===== src/rtl/readout_ctrl.sv =====
// Streams one event window from the circular sample RAM; first dout_valid 3 cycles after LOAD is entered.
// A 2-entry skid buffer absorbs dout_ready stalls at full throughput; dropping RO_ENABLE aborts the window.
module readout_ctrl #(
    parameter int ADDR_W   = 10,
    parameter int DATA_W   = 12,
    parameter int PRE_TRIG = 256,
    parameter int RO_LEN   = 1024
) (
    input  logic              clk,
    input  logic              rst,
    input  logic              RO_ENABLE,
    input  logic [ADDR_W-1:0] trig_addr,
    output logic              rd_en,
    output logic [ADDR_W-1:0] rd_addr,
    input  logic [DATA_W-1:0] rd_data,
    output logic [DATA_W-1:0] dout,
    output logic              dout_valid,
    input  logic              dout_ready,
    output logic              dout_last,
    output logic              RODONE_n
);

    typedef enum logic [1:0] {S_IDLE, S_LOAD, S_STREAM, S_DONE} state_t;

    localparam logic [ADDR_W:0]   LEN_C  = (ADDR_W+1)'(RO_LEN);
    localparam logic [ADDR_W:0]   LAST_C = (ADDR_W+1)'(RO_LEN - 1);
    localparam logic [ADDR_W-1:0] PRE_C  = ADDR_W'(PRE_TRIG);

    state_t            r_state;
    state_t            w_next;
    logic [ADDR_W-1:0] r_rd_addr;
    logic [ADDR_W:0]   r_issue_cnt;
    logic [ADDR_W:0]   r_xfer_cnt;
    logic              r_inflight;
    logic [DATA_W-1:0] r_mem [2];
    logic              r_wr_ptr;
    logic              r_rd_ptr;
    logic [1:0]        r_cnt;
    logic              w_run;
    logic              w_abort;
    logic              w_push;
    logic              w_pop;
    logic              w_issue;
    logic [2:0]        w_occ;

    always_comb begin
        w_next  = r_state;
        w_run   = (r_state == S_STREAM) && RO_ENABLE;
        w_abort = !RO_ENABLE && ((r_state == S_LOAD) || (r_state == S_STREAM));
        w_pop   = (r_cnt != 2'd0) && dout_ready;
        w_push  = r_inflight && w_run;
        // A sample leaving this cycle frees its slot in time for the read issued now,
        // which is what sustains one sample per cycle with a 2-deep buffer.
        w_occ   = {1'b0, r_cnt} + {2'b00, r_inflight} - {2'b00, w_pop};
        w_issue = w_run && (r_issue_cnt < LEN_C) && (w_occ < 3'd2);
        case (r_state)
            S_IDLE:   if (RO_ENABLE) w_next = S_LOAD;
            S_LOAD:   w_next = RO_ENABLE ? S_STREAM : S_IDLE;
            S_STREAM: begin
                if (!RO_ENABLE)
                    w_next = S_IDLE;
                else if (w_pop && (r_xfer_cnt == LAST_C))
                    w_next = S_DONE;
            end
            S_DONE:   if (!RO_ENABLE) w_next = S_IDLE;
            default:  w_next = S_IDLE;
        endcase
    end

    assign rd_en      = w_issue;
    assign rd_addr    = r_rd_addr;
    assign dout_valid = (r_cnt != 2'd0);
    assign dout       = r_mem[r_rd_ptr];
    assign dout_last  = dout_valid && (r_xfer_cnt == LAST_C);
    assign RODONE_n   = (r_state != S_DONE);

    always_ff @(posedge clk) begin
        if (rst) begin
            r_state     <= S_IDLE;
            r_rd_addr   <= '0;
            r_issue_cnt <= '0;
            r_xfer_cnt  <= '0;
            r_inflight  <= 1'b0;
            r_mem[0]    <= '0;
            r_mem[1]    <= '0;
            r_wr_ptr    <= 1'b0;
            r_rd_ptr    <= 1'b0;
            r_cnt       <= 2'd0;
        end else begin
            r_state    <= w_next;
            r_inflight <= w_issue;
            if (r_state == S_LOAD) begin
                r_rd_addr   <= trig_addr - PRE_C;
                r_issue_cnt <= '0;
                r_xfer_cnt  <= '0;
            end else if (w_issue) begin
                r_rd_addr   <= r_rd_addr + ADDR_W'(1);
                r_issue_cnt <= r_issue_cnt + (ADDR_W+1)'(1);
            end
            if (w_run && w_pop)
                r_xfer_cnt <= r_xfer_cnt + (ADDR_W+1)'(1);
            // On abort the buffer is emptied and the read still in flight is never written.
            if (w_abort) begin
                r_cnt    <= 2'd0;
                r_wr_ptr <= 1'b0;
                r_rd_ptr <= 1'b0;
            end else begin
                if (w_push) begin
                    r_mem[r_wr_ptr] <= rd_data;
                    r_wr_ptr        <= ~r_wr_ptr;
                end
                if (w_pop)
                    r_rd_ptr <= ~r_rd_ptr;
                r_cnt <= r_cnt + {1'b0, w_push} - {1'b0, w_pop};
            end
        end
    end

endmodule

===== config.mk =====
export PLATFORM = sky130hd
export DESIGN_NAME = readout_ctrl
export DESIGN_NICKNAME = d
export VERILOG_FILES = /design/src/rtl/readout_ctrl.sv
export SDC_FILE = /design/constraint.sdc
export NUM_CORES = 1
export LEC_CHECK = 0
export BUFFER_PORTS_ARGS = -buffer_cell sky130_fd_sc_hd__buf_2
export CORE_ASPECT_RATIO = 1.5
export CORE_MARGIN = 10
export CORE_UTILIZATION = 40
export DETAILED_ROUTE_END_ITERATION = 6
export GPL_TIMING_DRIVEN = 0
export SLEW_MARGIN = 15
export SYNTH_ARGS = -nofsm -noshare
export SYNTH_HDL_FRONTEND = slang
export SYNTH_SLANG_ARGS = --single-unit

===== constraint.sdc =====
create_clock -name clk -period 3 [get_ports clk]
set_clock_uncertainty 0.1 [all_clocks]
set_input_delay 0.3 -clock clk [delete_from_list [all_inputs] [get_ports clk]]
set_output_delay 0.3 -clock clk [all_outputs]
set_load 0.01 [all_outputs]

==> results.py <==
metrics = {
    "routing": {
        "drtIter0Drc": 124,
        "wl_met3_um": 448,
        "drc_errors": 0,
        "wl_met1_um": 3258,
        "routed_wl_um": 7732,
        "drt-pass1-iter-count": 4,
        "via_count": 2687,
        "route.met2.wl_um": 3877,
        "routed_via_density": 5.385,
        "ant_nets": 0,
        "wl_per_cell_um": 15.49,
        "top_layer_used": "met4",
    },
    "synth": {
        "synth-xor-area-share_pct": 5.936,
        "syn_inst": 329,
        "async_flop_share_pct": 0,
        "synthAdderAreaFrac_pct": 4.060,
        "synth-simple-area-share_pct": 23.67,
        "synth_seq_cells": 64,
        "ys_warn_count": 0,
        "synth_cell_types": 55,
        "synth_top_cell_by_area": "dfxtp_1",
        "synth_top_cell_area_share_pct": 24.51,
        "ys_seq_area_share_pct": 46.57,
        "synth_top_family_by_area": "simple AND/OR/NAND/NOR gates",
        "synth_compound_area_share_pct": 10.92,
        "synthFlopType": "dfxtp_1",
        "synth_area_per_cell_um2": 9.930,
        "synth-edff-count": 24,
        "synthesis.area_mm2": 0.003267,
        "synthesis.nets": 365,
        "synthTopCellsByArea": "dfxtp_1 (25%), edfxtp_1 (22%), and2_1 (5.0%), nor2_1 (4.3%), mux2_2 (4.1%)",
        "synthMuxAreaShare_pct": 4.749,
    },
    "cts": {
        "cts_buffer_depth": 2,
        "cts_hold_buf": 0,
        "clkLatencyLatePin_ps": 330,
        "cts_max_level": 3,
        "cts.clk_slew.worst_paths_ps": 50,
        "cts.sinks": 64,
        "cts_buffers": 9,
        "cts_tree": "yes",
        "clock-root-buffer": "clkbuf_16",
    },
    "floorplanning": {
        "coreArea_mm2": 0.008008,
        "rows": 40,
        "ios": 52,
        "die_w_um": 93.79,
        "die_area_mm2": 0.01226,
        "fp.dieH_um": 130.7,
        "initial_utilization_pct": 40.80,
    },
    "critical_path": {
        "crit_start": "r_cnt[1]$_SDFF_PP0_",
        "r2r-start": "r_cnt[1]$_SDFF_PP0_",
        "crit_required_ps": 2600,
        "worst-setup-path-type": "reg -> out",
        "max_stage_delay_ps": 510,
        "crit_top_cell": "buf_6",
        "cp_cell_sequence": "buf_6 > nand2_1 > nor2_2 > o21ai_0 > fa_1 > and4b_1 > buf_6 > nand2_4 > inv_4 > buf_2",
        "crit_slowest_cell": "fa_1",
        "crit_cells": 10,
        "crit_fanout": 8,
        "path_buf_inv": 4,
        "crit_family": "buffers and inverters",
        "cp.arrival_ps": 2460,
        "crit_path_start_kind": "flip-flop",
        "crit_path_end_kind": "primary output",
        "reg2reg_depth": 10,
    },
    "global_route": {
        "grt_max_degree": 13,
        "grt-ovfl-total": 0,
        "grt_usage_pct": 13.33,
        "grt_pass1_wl_um": 12880,
        "grt_pass1_vias": 2782,
        "antenna_found_initial": 0,
    },
    "sta": {
        "finalSetupViolCount": 0,
        "finalMaxSlewViolations": 0,
        "max_freq_mhz": 349.7,
        "fin_setup_tns_ps": 0,
        "slew_headroom_pct": 54.90,
        "final.period_utilization_pct": 95.33,
        "hold_viol_final": 0,
        "rsz0062_at_grt": "no",
        "period_minus_slack_ps": 2860,
        "tightest_slew_ps": 676.1,
    },
    "power": {
        "vdd_drop_max_uv": 333.3,
        "leakagePower_nw": 1.555,
        "p_total_mw": 2.258,
        "p_per_area_mw_per_mm2": 568.1,
    },
    "job": {
        "maxCapViolCount": 0,
    },
    "final_layout": {
        "num_antenna_cells": 0,
        "finalNonFillerCells": 499,
        "drive_gt1_share_pct": 24.62,
        "area_growth_pct": 21.68,
        "nNetsFinal": 425,
    },
    "status": {
        "outcome": "completed",
    },
    "placement": {
        "numPlacedInstances": 483,
        "port_buffers": 49,
        "place_hpwl_um": 5566,
        "gp_congestion": 0.7939,
    },
    "min_path": {
        "hold_depth": 3,
        "worst_hold_startpoint": "trig_addr[5]",
        "min-delay-path-class": "in -> reg",
    },
}
-- cell usage in the layout, fill, tap and decap left out, drive strengths merged, types with 11 or more instances in the layout --
cell type and n:
buf 59, a21oi 14, edfxtp 24, mux2 12, xnor2 11, dfxtp 40
nand3 15, clkbuf 17, and2 26, nor2 38, nand2 14
-- synth_stat cells, types with 2 or more instances --
master and count:
dfxtp_1 40, a311oi_1 2, nand2_1 13, nor3b_1 2, or4_1 3, xnor2_1 10
nand3b_1 2, inv_1 9, mux2i_1 2, nand4b_1 3, or3_1 5, nor2_1 37
nor4_1 7, nand3_1 15, buf_2 2, a31oi_1 7, or2_2 2, mux2_2 12
and4_1 3, buf_4 4, edfxtp_1 24, nand4_1 9, buf_1 2, and2_1 26
and3_1 3, o21ai_0 7, nor3_1 4, clkbuf_1 7, buf_6 2, ha_1 9
xor2_1 9, a21oi_1 14, a211oi_1 10, a21o_1 2
-- through the flow --
step                      worst slack [ps]  hold slack (ps)  instance area (um2)  util [%]
after floorplan                      345.3            343.0                 3267         -
after global placement               200.1            368.0                 3643     45.50
after detailed placement             185.5            373.1                 3643     45.50
after CTS                            59.92            131.5                 3958     49.42
after global routing                 5.272            150.2                 3975     49.64
final                                140.1            136.4                 3975     49.64
-- sequential cells by signal (all words and copies together), names as in the netlist, named ones only --
signal       cells
rd_addr         10
r_wr_ptr         1
r_cnt            2
r_state          2
r_xfer_cnt      11
r_mem           24
r_rd_ptr         1
r_issue_cnt     11
r_inflight       1
-- cell families after synthesis --
kind of cell,Yosys count
AO/OA/AOI/OAI,53
XOR/XNOR,20
adder cells (fa/ha/maj),10
buffers and inverters,27
flip-flops,64
multiplexers,14
AND/OR/NAND/NOR,141
-- repair_timing --
action / in CTS / in global routing
endpoints found under the hold margin: 0 / 0
setup buffers: 0 / 0
pin swaps: 0 / 0
resized for setup: 1 / 4
setup endpoints to repair: 1 / 5
-- worst min-delay path: stages --
cell and delay (ps):
buf_2 100, nor2_1 70, a211oi_1 50
-- routing by layer --
metal / track usage, % / vias to the layer above
met5: 0 / -
met4: 6.637 / 0
met3: 4.283 / 11
met2: 23.17 / 64
met1: 14.10 / 1296
li1: - / 1316
-- final timing paths --
kind | endpoint | slack [ps]
setup reg to reg | rd_addr[7]$_SDFFE_PP0P_ | 190
hold / removal | rd_addr[5]$_SDFFE_PP0P_ | 140
setup / recovery | rd_en | 140
hold reg to reg | r_issue_cnt[7]$_SDFFE_PP0P_ | 380
-- cell type report --
type | instances | area [um2]
inverter | 10 | 40.04
multi-input combinational | 238 | 1624
tap | 105 | 131.4
clock inverter | 6 | 83.83
fill | 761 | 4033
timing repair buffer | 49 | 245.2
sequential | 64 | 1521
buffer | 17 | 100.1
clock buffer | 10 | 229.0
-- power by group --
| group | switching (mW) | total, mW | leakage, nW | internal (mW) |
|---|---|---|---|---|
| Sequential | 0.0272 | 0.960 | 0.572 | 0.933 |
| Clock | 0.378 | 1.10 | 0.146 | 0.722 |
| Combinational | 0.116 | 0.198 | 0.836 | 0.0812 |
| Total | 0.522 | 2.26 | 1.55 | 1.74 |
(Power assumes the default switching activity.)
